==> src/rtl/cpu_pkg.sv <==
// Shared CPU definitions: control_unit opcodes, sequencer state
// encodings, pc_src / wb_sel codes and the latched decode-flag bundle.
package cpu_pkg;

    // control_unit opcode constants
    localparam logic [5:0] OP_ADD  = 6'h00;
    localparam logic [5:0] OP_SUB  = 6'h01;
    localparam logic [5:0] OP_MUL  = 6'h02;
    localparam logic [5:0] OP_DIV  = 6'h03;
    localparam logic [5:0] OP_MOD  = 6'h04;
    localparam logic [5:0] OP_LD   = 6'h10;
    localparam logic [5:0] OP_ST   = 6'h11;
    localparam logic [5:0] OP_BEQ  = 6'h18;
    localparam logic [5:0] OP_BGT  = 6'h19;
    localparam logic [5:0] OP_B    = 6'h1a;
    localparam logic [5:0] OP_CALL = 6'h1b;
    localparam logic [5:0] OP_RET  = 6'h1c;

    typedef enum logic [2:0] {
        ST_FETCH  = 3'd0,
        ST_DECODE = 3'd1,
        ST_EXEC   = 3'd2,
        ST_MEM    = 3'd3,
        ST_WB     = 3'd4,
        ST_FAULT  = 3'd7
    } state_t;

    localparam logic [1:0] PC_SEQ    = 2'd0;
    localparam logic [1:0] PC_BRANCH = 2'd1;
    localparam logic [1:0] PC_RET    = 2'd2;

    localparam logic [1:0] WB_ALU  = 2'd0;
    localparam logic [1:0] WB_MEM  = 2'd1;
    localparam logic [1:0] WB_LINK = 2'd2;

    // Decode flags captured once per instruction in DECODE
    typedef struct packed {
        logic ld;
        logic st;
        logic wb;
        logic call;
        logic ret;
        logic ubranch;
        logic multi;
        logic taken;
    } ctrl_flags_t;

    function automatic logic [1:0] retire_pc_src(input ctrl_flags_t f);
        if (f.ret)
            return PC_RET;
        else if (f.ubranch || f.call || f.taken)
            return PC_BRANCH;
        else
            return PC_SEQ;
    endfunction

    function automatic logic [1:0] wb_select(input ctrl_flags_t f);
        if (f.call)
            return WB_LINK;
        else if (f.ld)
            return WB_MEM;
        else
            return WB_ALU;
    endfunction

endpackage

==> src/rtl/wait_timer.sv <==
// Memory-wait watchdog. Down-counter reloaded on clear; expired flags
// the MAX_WAIT-th consecutive enabled cycle so the caller can still let
// an acknowledge in that same cycle win.
module wait_timer #(
    parameter int unsigned MAX_WAIT = 15
) (
    input  logic clk,
    input  logic rst,
    input  logic clear,
    input  logic enable,
    output logic expired
);

    localparam int unsigned TW = (MAX_WAIT > 1) ? $clog2(MAX_WAIT) : 1;
    localparam logic [TW-1:0] LOAD = TW'(MAX_WAIT - 1);

    logic [TW-1:0] remain_q;

    // Reload on reset/clear, otherwise count down while waiting
    always_ff @(posedge clk) begin
        if (rst || clear)
            remain_q <= LOAD;
        else if (enable && (remain_q != '0))
            remain_q <= remain_q - TW'(1);
    end

    assign expired = enable && (remain_q == '0);

endmodule

==> src/rtl/exec_sequencer.sv <==
// Multi-cycle instruction sequencer: fetch / decode / execute / memory /
// write-back with a memory-wait watchdog and retired-instruction counter.
//
//   state  | meaning
//   FETCH  | instruction read pending, waits for mem_ack
//   DECODE | one cycle, decode flags captured
//   EXEC   | ALU op; multi-cycle ops hold here until alu_done
//   MEM    | load/store pending, waits for mem_ack
//   WB     | one-cycle register write
//   FAULT  | memory never answered; sticky until rst
module exec_sequencer
    import cpu_pkg::*;
#(
    parameter int unsigned MAX_WAIT = 15,
    parameter int unsigned CNT_W    = 32
) (
    input  logic             clk,
    input  logic             rst,
    input  logic             isLd,
    input  logic             isSt,
    input  logic             isWb,
    input  logic             isCall,
    input  logic             isRet,
    input  logic             isUBranch,
    input  logic             isMulti,
    input  logic             branch_taken,
    input  logic             mem_ack,
    input  logic             alu_done,
    output logic             ir_write,
    output logic             pc_write,
    output logic             mem_req,
    output logic             mem_we,
    output logic             alu_start,
    output logic             regwrite,
    output logic             fault,
    output logic [1:0]       pc_src,
    output logic [1:0]       wb_sel,
    output logic [2:0]       state,
    output logic [CNT_W-1:0] retired
);

    state_t            state_q, state_d;
    ctrl_flags_t       flags_q;
    logic              exec_first_q;
    logic [CNT_W-1:0]  retired_q;
    logic              retire;
    logic              waiting;
    logic              tmr_clear;
    logic              tmr_expired;
    logic              exec_done;

    assign waiting   = (state_q == ST_FETCH) || (state_q == ST_MEM);
    assign exec_done = !flags_q.multi || alu_done;
    assign tmr_clear = (waiting && mem_ack) || (state_d != state_q);

    wait_timer #(.MAX_WAIT(MAX_WAIT)) u_wait_timer (
        .clk     (clk),
        .rst     (rst),
        .clear   (tmr_clear),
        .enable  (waiting),
        .expired (tmr_expired)
    );

    // State register, flag capture and retire counter
    always_ff @(posedge clk) begin
        if (rst) begin
            state_q      <= ST_FETCH;
            flags_q      <= '0;
            exec_first_q <= 1'b0;
            retired_q    <= '0;
        end else begin
            state_q      <= state_d;
            exec_first_q <= (state_q == ST_DECODE);
            if (state_q == ST_DECODE) begin
                flags_q.ld      <= isLd;
                flags_q.st      <= isSt;
                flags_q.wb      <= isWb;
                flags_q.call    <= isCall;
                flags_q.ret     <= isRet;
                flags_q.ubranch <= isUBranch;
                flags_q.multi   <= isMulti;
                flags_q.taken   <= branch_taken;
            end
            if (retire)
                retired_q <= retired_q + CNT_W'(1);
        end
    end

    // Next-state and strobe decode; reset masks every write strobe so an
    // in-flight write is dropped rather than completed
    always_comb begin
        state_d   = state_q;
        retire    = 1'b0;
        ir_write  = 1'b0;
        mem_req   = 1'b0;
        mem_we    = 1'b0;
        alu_start = 1'b0;
        regwrite  = 1'b0;
        wb_sel    = WB_ALU;
        case (state_q)
            ST_FETCH: begin
                mem_req = 1'b1;
                if (mem_ack) begin
                    ir_write = 1'b1;
                    state_d  = ST_DECODE;
                end else if (tmr_expired) begin
                    state_d = ST_FAULT;
                end
            end
            ST_DECODE: state_d = ST_EXEC;
            ST_EXEC: begin
                alu_start = flags_q.multi && exec_first_q;
                if (exec_done) begin
                    if (flags_q.ld || flags_q.st)
                        state_d = ST_MEM;
                    else if (flags_q.wb || flags_q.call)
                        state_d = ST_WB;
                    else begin
                        retire  = 1'b1;
                        state_d = ST_FETCH;
                    end
                end
            end
            ST_MEM: begin
                mem_req = 1'b1;
                mem_we  = flags_q.st;
                if (mem_ack) begin
                    if (flags_q.ld)
                        state_d = ST_WB;
                    else begin
                        retire  = 1'b1;
                        state_d = ST_FETCH;
                    end
                end else if (tmr_expired) begin
                    state_d = ST_FAULT;
                end
            end
            ST_WB: begin
                regwrite = 1'b1;
                wb_sel   = wb_select(flags_q);
                retire   = 1'b1;
                state_d  = ST_FETCH;
            end
            ST_FAULT: state_d = ST_FAULT;
            default:  state_d = ST_FETCH;
        endcase
        if (rst) begin
            ir_write  = 1'b0;
            mem_we    = 1'b0;
            alu_start = 1'b0;
            regwrite  = 1'b0;
            retire    = 1'b0;
        end
    end

    assign pc_write = retire;
    assign pc_src   = retire ? retire_pc_src(flags_q) : PC_SEQ;
    assign fault    = (state_q == ST_FAULT);
    assign state    = state_q;
    assign retired  = retired_q;

endmodule
==> config.mk <==
export PLATFORM = sky130hd
export DESIGN_NAME = exec_sequencer
export DESIGN_NICKNAME = d
export VERILOG_FILES = /design/src/rtl/cpu_pkg.sv /design/src/rtl/wait_timer.sv /design/src/rtl/exec_sequencer.sv
export SDC_FILE = /design/constraint.sdc
export NUM_CORES = 1
export LEC_CHECK = 0
export BUFFER_PORTS_ARGS = -buffer_cell sky130_fd_sc_hd__buf_2
export CORE_UTILIZATION = 55
export DETAILED_ROUTE_END_ITERATION = 10
export GPL_TIMING_DRIVEN = 0
export PLACE_DENSITY = 0.8
export SLEW_MARGIN = 0
export SYNTH_ARGS = -nofsm -noshare
export SYNTH_HDL_FRONTEND = slang
export SYNTH_SLANG_ARGS = --single-unit
==> constraint.sdc <==
create_clock -name clk -period 4.2 [get_ports clk]
set_input_delay 0.21 -clock clk [delete_from_list [all_inputs] [get_ports clk]]
set_output_delay 0.21 -clock clk [all_outputs]
set_load 0.02 [all_outputs]
After elaboration in Yosys (flattened, before gate mapping)
Index checks and enable logic that the tools add are counted.
{ "totals": {"register_bits": 48, "latchBits": 0, "ramBits": 0, "romBits": 0, "inputBits": 12, "out_inout_bits": 46, "word_cells": 68, "mem_count": 0} }
{ "classes": {"add_sub_neg": 2, "multipliers": 0, "div_mod_pow": 0, "order_cmp": 0, "n_eq_ne": 6, "shift": 0, "n_mux": 31, "bitwise_logic": 0, "reduce_logical": 17} }
{ "op_table": {"columns": ["op", "n"], "rows": [
  ["adder 32 x 1 -> 32 bit, second input constant", 1],
  ["two-way mux 3 bit", 7],
  ["two-way mux 1 bit", 18],
  ["one-hot mux 3 bit (5 select lines)", 1],
  ["logical OR 1 bit", 8],
  ["two-way mux 2 bit", 4],
  ["equality test 3 x 2 -> 1 bit, second input constant", 2],
  ["equality test 3 bit, second input constant", 2],
  ["logical AND 1 bit", 4],
  ["logical NOT 4 bit", 1],
  ["nonzero test 4 bit", 1],
  ["subtractor 4 x 1 -> 4 bit, second input constant", 1],
  ["equality test 3 x 1 -> 1 bit, second input constant", 1],
  ["logical NOT 3 bit", 1],
  ["inequality test 3 bit", 1],
  ["one-hot mux 1 bit (3 select lines)", 1],
  ["OR reduction 2 bit", 1],
  ["logical NOT 1 bit", 1]
]} }

Logic depth before layout (Yosys ltp)
Gate-level depths: netlist (run 1).
{ "depth": {"ltp_word": 9, "depth_mapped": 7, "mapped_depth_nobuf": 7} }

Hierarchy
Synthesis (run 1) repeated with hierarchy kept, for this count alone.
{ "unflattened": {"cells_unflattened": 298, "hier_area_um2": 2421.1} }
{ "by_module_without_submodules": {"columns": ["mod", "instances", "cells_each", "area_each_um2", "seq_area_each_um2"], "rows": [
  ["exec_sequencer", 1, 274, 2207.1, 880.8],
  ["wait_timer", 1, 24, 214.0, 80.1]
]} }

Least setup slack after synthesis (run 1)
No wires, ideal clock.
{ "synth_path": {"path_kind": "reg-to-output", "startpoint": "register state_q[0] (netlist: state[0])", "endpoint": "output pc_src[1]", "t_arrival_ps": 2055, "required_time_ps": 3990, "slack_ps": 1935, "stages_incl_launch_ff": 7, "path_buffers": 2, "cell_sequence": "dfxtp_1 buf_2 nand2_1 o31a_1 buf_2 a21oi_1 and2_1"} }
{ "synth_between": {"elab_chain_len": 4, "elab_cells_between_ends": 6, "classes_between": "eq/ne (3); mux (3)"} }
{ "synth_rtl": {"columns": ["element", "line_no", "text"], "rows": [
  ["start: declaration", "exec_sequencer.sv:42", "state_t state_q, state_d;"],
  ["start signal: assignment", "exec_sequencer.sv:72", "state_q <= state_d;"],
  ["equality test 3 bit / equality test 3 x 2 -> 1 bit (equally long branches)", "exec_sequencer.sv:100", "case (state_q)"],
  ["one-hot mux 1 bit (3 select lines) *", "exec_sequencer.sv:100", null],
  ["two-way mux 1 bit *", "exec_sequencer.sv:147", "if (rst) begin"],
  ["net pc_write", "exec_sequencer.sv:30", "output logic pc_write,"],
  ["two-way mux 2 bit *", "exec_sequencer.sv:157", "assign pc_src = retire ? retire_pc_src(flags_q) : PC_SEQ;"],
  ["end: declaration", "exec_sequencer.sv:36", "output logic [1:0] pc_src,"]
]} }
Mark *: on every way through the listed nets, which the timed path passes. The rest lies on a longest branch.

Final worst setup path (run 1)
{ "layout_path": {"startpoint": "register state_q[1] (netlist: state[1])", "endpoint": "output pc_src[1]"} }
{ "layout_between": {"elab_chain_len": 4, "elab_cells_between_ends": 6, "classes_between": "eq/ne (3); mux (3)"} }
{ "layout_rtl": {"columns": ["element", "line_no"], "rows": [
  ["equality test 3 bit / equality test 3 x 2 -> 1 bit (equally long branches)", "exec_sequencer.sv:100"],
  ["one-hot mux 1 bit (3 select lines) *", "exec_sequencer.sv:100"],
  ["two-way mux 1 bit *", "exec_sequencer.sv:147"],
  ["two-way mux 2 bit *", "exec_sequencer.sv:157"]
]} }
Every way passes the cells marked *; elsewhere a longest branch is shown, timed or not.

==> results of run 1 <==
## placed cells by master (no fill, tap or decap), types with 4 or more instances in the layout
| cell | synthesis | layout |
|---|---|---|
| a21oi_1 | 26 | 26 |
| clkbuf_8 | 0 | 6 |
| mux2i_1 | 9 | 9 |
| and2_1 | 4 | 4 |
| o2111ai_1 | 4 | 4 |
| clkbuf_1 | 7 | 7 |
| nand3_1 | 8 | 8 |
| a211oi_1 | 7 | 7 |
| nor2_1 | 33 | 33 |
| and4_1 | 4 | 4 |
| nor3_1 | 5 | 5 |
| or4_1 | 6 | 6 |
| or3_1 | 10 | 10 |
| nor4_1 | 4 | 4 |
| inv_1 | 11 | 11 |
| o31ai_1 | 6 | 6 |
| o21ai_0 | 14 | 14 |
| dfxtp_1 | 48 | 48 |
| xnor2_1 | 9 | 9 |
| nand2_1 | 18 | 18 |
| buf_2 | 3 | 59 |
| xor2_1 | 7 | 7 |
| nand4_1 | 9 | 9 |
## registers in the layout, indices dropped and copies added (netlist names)
| signal | count |
|---|---|
| retired | 32 |
| state | 3 |
| u_wait_timer.remain_q | 4 |
| flags_q | 8 |
| exec_first_q | 1 |
## power by group through the flow
stage / Combinational (W) / Sequential [W] / Clock, W
5_1_grt: 0.000240 / 0.000503 / 0.000380
6_report: 0.000215 / 0.000499 / 0.000357
3_3_place_gp: 0.000208 / 0.000509 / 0
4_1_cts: 0.000215 / 0.000499 / 0.000361
3_5_place_dp: 0.000214 / 0.000509 / 0
2_1_floorplan: 0.000154 / 0.000514 / 0
## critical path, stage by stage, from the launching register on
cell and delay [ns]:
dfxtp_1 0.33, buf_2 0.19, nor3b_1 0.30, nand4_1 0.39, a21oi_1 0.53, and2_1 0.19
buf_2 0.16
## routing by layer
metal,share of wire [%],global-route usage [%],routed length [um]
met2,45,41.8,2610
met3,5.1,5.59,299
met4,1.7,9.95,101
met5,0,0,0
met1,48,36.6,2810
## kinds of logic (layout without fill, tap and decap cells)
group	after synthesis	count (layout)	share of synthesized area [%]
xor gates and xnor gates	16	16	5.71
AOI/OAI and AO/OA	71	71	18.9
and+or+nand+nor	121	121	26.9
muxes	9	9	3.67
buffers and inverters	24	88	4.18
adders and majority gates	3	3	1.53
DFF	48	48	39.2
## path summary, 6_finish.rpt
kind | from | endpoint | slack (ns) | cells past startpoint
max | state[1]$_SDFF_PP0_ | pc_src[1] | 1.60 | 6
min | isUBranch | flags_q[2]$_SDFFE_PP0P_ | 0.13 | 3
max reg2reg | state[0]$_SDFF_PP0_ | retired[29]$_SDFFE_PP0P_ | 1.94 | 6
min reg2reg | retired[26]$_SDFFE_PP0P_ | retired[26]$_SDFFE_PP0P_ | 0.49 | 2
## area by class of cell
cell class | count | share of cell area [%]
multi-input combinational | 220 | 47.6
timing repair buffer | 56 | 9.61
clock buffer | 6 | 2.83
sequential | 48 | 32.9
inverter | 11 | 1.42
buffer | 13 | 2.10
clock inverter | 2 | 1.33
tap | 50 | 2.14
## metrics by stage
| step | instances | cell area, sq um | total power (W) | util (%) |
|---|---|---|---|---|
| after floorplan | 292 | 2450 | 0.000667 | - |
| after CTS | 406 | 2920 | 0.00107 | 70.4 |
| final | 406 | 2920 | 0.00107 | 70.4 |
| after global placement | 398 | 2800 | 0.000717 | 67.5 |
| after global routing | 406 | 2920 | 0.00112 | 70.4 |
| after detailed placement | 398 | 2800 | 0.000723 | 67.5 |
==> reports/metrics.sh, run 1 <==
YOSYS_REGISTER_BITS=48
GRT_FIRST_PASS_WIRELENGTH_MM=9.34
REPORT.FINAL.SETUP_VIOL=0
MIN-DELAY-PATH-CLASS='input pin to flop'
CTS.ROOT.BUFFER_CELL='clkbuf_8'
TIMING.CRITICAL_PATH.REQUIRED_NS=3.99
DIEWIDTH_UM=68.8
AREA.SEQUENTIAL_SQ_UM=961
DRT-PASS1-ITER-COUNT=4
CTS_HOLD_BUF=0
FP-ROW-COUNT=23
POSTCTSSETUPREPAIRBUFS=0
SYNTH.DISTINCT_CELLS=50
DIEAREA_SQ_UM=4730
RSZ0062_AT_GRT='false'
WIRELENGTH_MM=5.82
HTREE_NUM_LEVELS=2
ROUTED-VIA-COUNT=2366
ENDPOINT_KIND='output pin'
CATEGORY_OF_THE_WORST_SETUP_PATH_LAUNCH_POINT='flop'
YS_TOP_CELLS_BY_AREA='dfxtp_1 39%, a21oi_1 5.3%, nor2_1 5.0%'
GRT_ANTENNA_BEFORE_REPAIR=0
POSTROUTEANTENNANETS=0
YS_DOMINANT_REG_CELL='dfxtp_1'
VIAS_PER_CELL=5.83
SYNTH-EDFF-COUNT=0
YOSYS.CELL_COUNT.TOP_TYPE='dfxtp_1'
SYNTH.AVG_CELL_AREA_SQ_UM=8.40
HOLD_WS_NS=0.130
POST_CTS_RESIZE_COUNT=0
DRC_MARKER_COUNT_FROM_THE_FIRST_DETAILED_ROUTE_ITERATION=139
SYNTH-WARNING-COUNT=0
CTS_SINKS=48
PORTBUFFERS=56
MULTI_INPUT_COMB_AREA_SQ_UM=1390
SETUP_SLACK_NS=1.60
PWR-SHARE-SEQ_PCT=46.6
GRT_MAX_DEGREE=16
FLOW.AREA_GROWTH_FROM_SYNTHESIS_PCT=18.9
FINALWORSTPATHREQUIREDPERIOD_NS=2.60
POST_ROUTE_CELLS_DRIVE_ABOVE_1_SHARE_PCT=21.6
CTS_BUFFER_DEPTH=2
RUN_STATUS='finished clean'
P_SWITCHING_W=0.000316
FLOORPLAN.IO_PINS=58
CLKSLEWWORSTSETUPHOLDPATHS_NS=0.09
FP.COREAREA_SQ_UM=4140
INTPOWER_W=0.000755
FINALCRITPERIODSHARE_PCT=61.9
FINAL_WEIGHTED_CONGESTION_IN_ROUTABILITY_DRIVEN_PLACEMENT=0.836
ASYNCSETRESETFLOPFRACSYNTH_PCT=0
POST-ROUTE-DRC-COUNT=0
MAX_SLEW_VIOLATIONS=0
FINALHOLDVIOLCOUNT=0
COMB_POWER_SHARE_PCT=20.1
MAX_IR_DROP_VDD_uV=284
CP_DATA_ARRIVAL_TIME_NS=2.39
POST-SYNTH-TOP-AREA-FRACTION_PCT=39.2
TNS_NS=0
MAXCAPVIOLATIONS=0
TIGHTEST_SLEW_NS=0.705
SLEW-LIMIT-HEADROOM_PCT=52.9
CLOCK_INSERTION_DELAY_WORST_SKEW_NS=0.31
NNETSFINAL=370
DETAILED_PLACE_HPWL_MM=4.18
ANTENNA_CELLS=0
SYNTH.CELL_AREA_SQ_UM=2450
SYN-INSTANCE-COUNT=292
POWER-PER-CELL-AREA_nW_PER_UM2=367
GROUTE.USAGE.OVERALL_PCT=26.9
GRT_OVERFLOW_TOTAL=0
SYNTH.TOP_CELLS.BY_COUNT='48 x dfxtp_1, 33 x nor2_1, 26 x a21oi_1'
VIA_COUNT_OF_THE_FIRST_GLOBAL_ROUTING_PASS=1988
DIE_H_UM=68.8
LEAKAGEPOWER_nW=1.12
YS_SEQ_AREA_SHARE_PCT=39.2
FIN_WORST_SKEW_NS=0.00704
START_UTIL_PCT=59.2
SYN_NETS=307
ACHIEVABLE-FREQUENCY_MHz=385
CTS-BUFFERS-INSERTED=5
CLOCKPOWERSHARE_PCT=33.4
SHARE_OF_TOTAL_POWER_CONSUMED_BY_NET_SWITCHING_PCT=29.5
NUM-FILL-CELLS=356
CRITICAL_PATH_PEAK_FANOUT=10
DETAIL_ROUTE.WL_PER_CELL_UM=14.3
YOSYS.AREA.TOP_TYPE='dfxtp_1'
CLOCK_TREE_FROM_TRITONCTS='done'
POST-PLACE-WS_NS=1.98
CRITICAL_PATH_CLASS='flop to output pin'
Note: power is estimated with default switching activity, not from simulation.
==> run 2: changes to the inputs <==
- CORE_UTILIZATION: 55 -> 53
- PLACE_DENSITY: 0.8 -> 0.78
- clock period: 4.2 -> 2.7 ns (I/O delays scaled with it)
==> run 2 against run 1 <==
Largest cell class unchanged; cell count is 0.49% higher; largest power group unchanged; core utilization decreased by 4.9 points; worst setup slack worse by 1.4 ns; sequential share of layout area increased by 0.28 points; worst hold slack got worse by 0.074 ns; critical path depth is the same; register-to-register slack worse by 1.5 ns; clock-buffer cell count grew 1; final area is 0.86% lower; global-route usage fell by 2.2 points; sequential power rose by 55%; combinational power grew 56%.
==> reports/metrics.sh, run 2 (synthesis results as in run 1) <==
POST-PLACE-WS_NS=0.508
MAXCAPVIOLATIONS=0
NUM-FILL-CELLS=383
RSZ0062_AT_GRT='false'
DETAILED_PLACE_HPWL_MM=4.21
POST_ROUTE_CELLS_DRIVE_ABOVE_1_SHARE_PCT=21.3
LEAKAGEPOWER_nW=1.10
DRT-PASS1-ITER-COUNT=4
FINALCRITPERIODSHARE_PCT=94.2
ACHIEVABLE-FREQUENCY_MHz=393
GRT_OVERFLOW_TOTAL=0
CRIT_PATH_FREQUENT_CELL='buf_2'
POSTROUTEANTENNANETS=0
CTS_SINKS=48
POSTCTSSETUPREPAIRBUFS=0
POST_CTS_RESIZE_COUNT=0
CRITICAL_PATH_PEAK_FANOUT=10
TIMING.RR.START='state[1]$_SDFF_PP0_'
DETAIL_ROUTE.WL_PER_CELL_UM=14.3
MULTI_INPUT_COMB_AREA_SQ_UM=1390
ANTENNA_CELLS=0
WORSTHOLDENDPOINT='flags_q[3]$_SDFFE_PP0P_'
FINALHOLDVIOLCOUNT=0
GROUTE.LAYER.MET1.USAGE_PCT=34.1
MAX_SLEW_VIOLATIONS=0
DIEWIDTH_UM=70.0
SLEW-LIMIT-HEADROOM_PCT=59.0
RR_ENDPOINT='retired[15]$_SDFFE_PP0P_'
WIRELENGTH_MM=5.84
TIMING.CRITICAL_PATH.REQUIRED_NS=2.57
ROUTED-VIA-COUNT=2402
TNS_NS=0
VIAS_PER_CELL=5.89
FLOORPLAN.IO_PINS=58
POST-ROUTE-DRC-COUNT=0
PORTBUFFERS=56
NNETSFINAL=370
SETUP_SLACK_NS=0.156
WORST-R2R-SETUP-SLACK_NS=0.45
CLOCK_INSERTION_DELAY_WORST_SKEW_NS=0.31
FIN_WORST_SKEW_NS=0.0103
FP-ROW-COUNT=24
POWER-PER-CELL-AREA_nW_PER_UM2=543
CTS_BUFFER_DEPTH=2
WORST_PATH_LARGEST_CELL_DELAY_NS=0.54
GRT_UTIL_MET2_PCT=38.1
ENDPOINT_KIND='output pin'
GLOBAL_ROUTE.PEAK_USAGE_LAYER='met2'
DIE_H_UM=70.0
RUN_STATUS='finished clean'
MAX_IR_DROP_VDD_uV=348
CLOCK_TREE_FROM_TRITONCTS='done'
LAYOUT_COMMON_CELLS='59 x buf_2, 48 x dfxtp_1, 33 x nor2_1'
GRT_ANTENNA_BEFORE_REPAIR=0
WORSTPATHCELLLIST='buf_2 > nor3b_1 > nand4_1 > a21oi_1 > and2_1 > buf_2'
DRC_MARKER_COUNT_FROM_THE_FIRST_DETAILED_ROUTE_ITERATION=140
CTS.ROOT.BUFFER_CELL='clkbuf_8'
MIN_FROM='isRet'
GRT_FIRST_PASS_WIRELENGTH_MM=9.74
WORST_HOLD_PATH.NUM_CELLS=3
REPORT.FINAL.SETUP_VIOL=0
FINALWORSTPATHREQUIREDPERIOD_NS=2.54
START_UTIL_PCT=55.6
TIGHTEST_SLEW_NS=0.609
CP_DATA_ARRIVAL_TIME_NS=2.41
GRT_MAX_DEGREE=15
USE_MET3_PCT=5.48
VIA_COUNT_OF_THE_FIRST_GLOBAL_ROUTING_PASS=2070
FP.COREAREA_SQ_UM=4410
CLKSLEWWORSTSETUPHOLDPATHS_NS=0.09
FLOW.AREA_GROWTH_FROM_SYNTHESIS_PCT=17.9
HTREE_NUM_LEVELS=2
AREA.SEQUENTIAL_SQ_UM=961
CTS_HOLD_BUF=0
MIN-DELAY-PATH-CLASS='input pin to flop'
MOSTFREQUENTLAYOUTCELL='buf_2'
DIEAREA_SQ_UM=4910
SLOWEST_STAGE='a21oi_1'
WORSTREGTOREGCELLS=6
CTS-BUFFERS-INSERTED=5
CATEGORY_OF_THE_WORST_SETUP_PATH_LAUNCH_POINT='flop'
CRITICAL_PATH_CLASS='flop to output pin'
HOLD_WS_NS=0.0553
FINAL_WEIGHTED_CONGESTION_IN_ROUTABILITY_DRIVEN_PLACEMENT=0.884
GROUTE.USAGE.OVERALL_PCT=24.7
LARGEST_REGISTER_FF_COUNT=32
run 2: cell count changes in the layout (fill, tap and decap cells not counted), sizes merged:
cell / previous run / this run
clkinv: 1 / 0
clkbuf: 14 / 15
clkinvlp: 0 / 1
bufinv: 1 / 0
run 2: routing by layer:
layer,vias up,routed length [um]
met1,1141,2840
met5,-,0
li1,1202,-
met3,5,245
met2,54,2690
met4,0,65
run 2: report_power, final:
group | switching (W) | internal (W) | total (W)
Sequential | 0.0000306 | 0.000744 | 0.000775
Clock | 0.000252 | 0.000209 | 0.000461
Combinational | 0.000207 | 0.000128 | 0.000335
run 2: critical path: cells and delay by family, from the launching register on:
family	cells	cell delay, ns
compound gates	1	0.54
flops	1	0.32
simple gates	3	0.90
buf+inv	2	0.34
run 2: worst max path at each step:
stage,slack [ns],depth (start not counted),from,to
6_report,0.16,6,state[1]$_SDFF_PP0_,pc_src[1]
5_1_grt,0.001,6,state[1]$_SDFF_PP0_,pc_src[1]
4_1_cts,0.21,6,state[1]$_SDFF_PP0_,pc_src[1]
3_5_place_dp,0.51,6,state[1]$_SDFF_PP0_,retired[21]$_SDFFE_PP0P_
3_3_place_gp,0.52,6,state[1]$_SDFF_PP0_,retired[15]$_SDFFE_PP0P_
2_1_floorplan,0.51,6,state[0]$_SDFF_PP0_,pc_src[1]
run 2: area by class of cell:
type,instances,area share [%]
Multi-Input combinational cell,220,48.1
Sequential cell,48,33.2
Timing Repair Buffer,56,9.69
Clock buffer,7,2.98
Tap cell,52,2.25
Buffer,13,2.12
Inverter,11,1.43
Clock inverter,1,0.260
run 2: metrics by stage:
stage / total power (W) / cells / util, % / area [sq um]
after floorplan: 0.00104 / 292 / - / 2450
after global placement: 0.00112 / 400 / 63.4 / 2800
after detailed placement: 0.00112 / 400 / 63.4 / 2800
after CTS: 0.00157 / 408 / 65.5 / 2890
after global routing: 0.00165 / 408 / 65.5 / 2890
final: 0.00157 / 408 / 65.5 / 2890
==> run 3: changes to the inputs <==
- ABC_AREA: default -> 1
- CORE_UTILIZATION: 53 -> 55
==> run 3 against run 2 <==
Power rose by 31%; non-clock buffer count decreased by 1; sequential power rose by 6.2%; area after synthesis grew 22%; worst hold slack better by 0.027 ns; critical path depth grew 2; clock-buffer cell count shrank 2; wire length is 35% higher; global-route usage grew 4.5 points.
==> reports/metrics.sh, run 3 <==
RUN_STATUS='finished clean'
DIEWIDTH_UM=75.7
CTS_BUFFER_DEPTH=2
POST-SYNTH-TOP-AREA-FRACTION_PCT=32.2
DETAIL_ROUTE.WL_PER_CELL_UM=12.8
POST-ROUTE-DRC-COUNT=0
TIMING.RR.START='retired[7]$_SDFFE_PP0P_'
ANTENNA_CELLS=0
SYNTH.TOP_CELLS.BY_COUNT='171 x nand2_1, 85 x nor2_1, 48 x dfxtp_1'
HTREE_NUM_LEVELS=2
HOLD_WS_NS=0.0828
LAYOUT.CELL_AREA.NON_FILLER_SQ_UM=3490
YOSYS.CELL_COUNT.TOP_TYPE='nand2_1'
CATEGORY_OF_THE_WORST_SETUP_PATH_LAUNCH_POINT='flop'
GRT_ANTENNA_BEFORE_REPAIR=0
CLOCK_TREE_FROM_TRITONCTS='done'
WIRELENGTH_MM=7.88
MIN-DELAY-PATH-CLASS='input pin to flop'
CTS.ROOT.BUFFER_CELL='clkbuf_8'
VIAS_PER_CELL=5.21
YS_SEQ_AREA_SHARE_PCT=32.2
POWER-PER-CELL-AREA_nW_PER_UM2=591
SYNTH.AVG_CELL_AREA_SQ_UM=6.22
SYN_NETS=495
START_UTIL_PCT=57.7
NNETSFINAL=558
INTPOWER_W=0.00135
FLOORPLAN.IO_PINS=58
PORTBUFFERS=56
CP_DATA_ARRIVAL_TIME_NS=1.82
P_SWITCHING_W=0.000713
P_TOTAL_W=0.00206
GRT_OVERFLOW_TOTAL=0
POST_ROUTE_CELLS_DRIVE_ABOVE_1_SHARE_PCT=17.6
SYNTH-EDFF-COUNT=0
POSTCTSSETUPREPAIRBUFS=0
CRITICAL_PATH_CLASS='flop to output pin'
REPORT.FINAL.SETUP_VIOL=0
GRT_FIRST_PASS_WIRELENGTH_MM=12.6
SLOWEST_STAGE='dfxtp_1'
WORST-R2R-SETUP-SLACK_NS=0.97
SYNTH.CELL_AREA_SQ_UM=2990
MAX_SLEW_VIOLATIONS=0
MAX_IR_DROP_VDD_uV=438
TNS_NS=0
NUM-FILL-CELLS=487
FINALHOLDVIOLCOUNT=0
FP-ROW-COUNT=26
WORST_PATH_LARGEST_CELL_DELAY_NS=0.34
MIN_FROM='branch_taken'
SLEW-LIMIT-HEADROOM_PCT=55.8
POSTROUTEANTENNANETS=0
DETAILED_PLACE_HPWL_MM=6.13
PWR-SHARE-SEQ_PCT=39.9
AREA.SEQUENTIAL_SQ_UM=961
MULTI_INPUT_COMB_AREA_SQ_UM=1770
CTS_HOLD_BUF=0
CLKSLEWWORSTSETUPHOLDPATHS_NS=0.10
FINALCOREUTILIZATION_PCT=67.5
SHARE_OF_TOTAL_POWER_CONSUMED_BY_NET_SWITCHING_PCT=34.6
LARGEST_REGISTER_FF_COUNT=32
GRT_MAX_DEGREE=17
RR_ENDPOINT='retired[14]$_SDFFE_PP0P_'
YOSYS_REGISTER_BITS=48
CRITICAL_PATH_PEAK_FANOUT=10
CTS-BUFFERS-INSERTED=5
YS_DOMINANT_REG_CELL='dfxtp_1'
VIA_COUNT_OF_THE_FIRST_GLOBAL_ROUTING_PASS=2749
WORST_HOLD_PATH.NUM_CELLS=3
DIEAREA_SQ_UM=5730
DIE_H_UM=75.7
PLACED_AREA_SQ_UM=3350
CTS_SINKS=48
CLOCKPOWERSHARE_PCT=30.7
WORSTREGTOREGCELLS=7
RSZ0062_AT_GRT='false'
CLOCK_INSERTION_DELAY_WORST_SKEW_NS=0.30
LEAKAGEPOWER_nW=1.55
POST_CTS_RESIZE_COUNT=0
DRC_MARKER_COUNT_FROM_THE_FIRST_DETAILED_ROUTE_ITERATION=291
GROUTE.USAGE.OVERALL_PCT=29.2
ACHIEVABLE-FREQUENCY_MHz=512
TIGHTEST_SLEW_NS=0.664
YS_TOP_CELLS_BY_AREA='dfxtp_1 32%, nand2_1 21%, nor2_1 11%'
WORSTHOLDENDPOINT='flags_q[0]$_SDFFE_PP0P_'
FP.COREAREA_SQ_UM=5170
YOSYS.AREA.TOP_TYPE='dfxtp_1'
WORSTPATHCELLLIST='or2_1 > nor2_2 > nand3_2 > nand2_4 > nand2_8 > buf_6 > nor3_1 > buf_2'
TIMING.CRITICAL_PATH.REQUIRED_NS=2.57
SYNTH-WARNING-COUNT=0
FLOW.AREA_GROWTH_FROM_SYNTHESIS_PCT=16.9
COMB_POWER_SHARE_PCT=29.4
FINAL_WEIGHTED_CONGESTION_IN_ROUTABILITY_DRIVEN_PLACEMENT=0.951
LAYOUT_COMMON_CELLS='171 x nand2_1, 85 x nor2_1, 57 x buf_2'
FINALWORSTPATHREQUIREDPERIOD_NS=1.96
MAXCAPVIOLATIONS=0
ASYNCSETRESETFLOPFRACSYNTH_PCT=0
ENDPOINT_KIND='output pin'
SYNTH.DISTINCT_CELLS=33
MOSTFREQUENTLAYOUTCELL='nand2_1'
DRT-PASS1-ITER-COUNT=5
FINALCRITPERIODSHARE_PCT=72.4
ROUTED-VIA-COUNT=3198
FIN_WORST_SKEW_NS=0.00780
SYN-INSTANCE-COUNT=480
run 3: cell count changes in the layout (fill, tap and decap cells not counted), sizes merged, moves of 10 or more:
cell,previous run,this run
nand2,18,178
nor2,33,88
inv,11,40
nand3,8,23
nand3b,0,14
or3,10,0
run 3: stage by stage:
step,setup WS [ns],instances
floorplan,0.944,480
global placement,1.07,606
detailed placement,1.04,606
CTS,0.715,614
global route,0.619,614
finish,0.745,614
run 3: worst max-delay path: cells and delay by family (launching register included):
family                 cells  cell delay, ns
flip-flops                 1            0.34
AND/OR/NAND/NOR            6            0.82
buffers and inverters      2            0.35
run 3: cell families (layout without fill, tap and decap cells):
family,count (synthesis),in the layout,share of synthesized area (%)
adders and majority gates,3,3,1.26
buffers and inverters,53,117,8.46
xor gates and xnor gates,11,11,3.23
and+or+nand+nor,316,316,45.6
DFF,48,48,32.2
AOI/OAI and AO/OA,49,49,9.26
run 3: area by class of cell:
class                      count  area share [%]
clock inverter                 3            1.97
inverter                      41            4.62
multi-input combinational    379            50.8
buffer                        12            2.62
timing repair buffer          56            8.03
clock buffer                   5            1.97
sequential                    48            27.5
tap                           70            2.51
run 3: worst max-delay path by stage:
stage / start / endpoint / slack [ns] / cells after the start
after floorplan: state[1]$_SDFF_PP0_ / pc_src[0] / 0.94 / 7
after CTS: flags_q[4]$_SDFFE_PP0P_ / pc_src[0] / 0.71 / 8
after global routing: state[1]$_SDFF_PP0_ / pc_src[0] / 0.62 / 8
after global placement: retired[0]$_SDFFE_PP0P_ / retired[31]$_SDFFE_PP0P_ / 1.07 / 9
after detailed placement: retired[0]$_SDFFE_PP0P_ / retired[15]$_SDFFE_PP0P_ / 1.04 / 7
final: flags_q[4]$_SDFFE_PP0P_ / pc_src[0] / 0.74 / 8
run 3: metal layers:
layer | global-route usage [%] | wire (um) | vias up
met2 | 47.9 | 3600 | 126
met4 | 6.17 | 83 | 0
met1 | 41.0 | 3570 | 1433
li1 | - | - | 1630
met3 | 4.10 | 625 | 9
met5 | 0 | 0 | -
run 3: power by group through the flow:
stage,clock network [W],logic (W),registers [W]
detailed placement,0,0.000603,0.000840
global placement,0,0.000585,0.000837
finish,0.000632,0.000607,0.000823
CTS,0.000643,0.000605,0.000823
global route,0.000666,0.000686,0.000833
floorplan,0,0.000452,0.000847
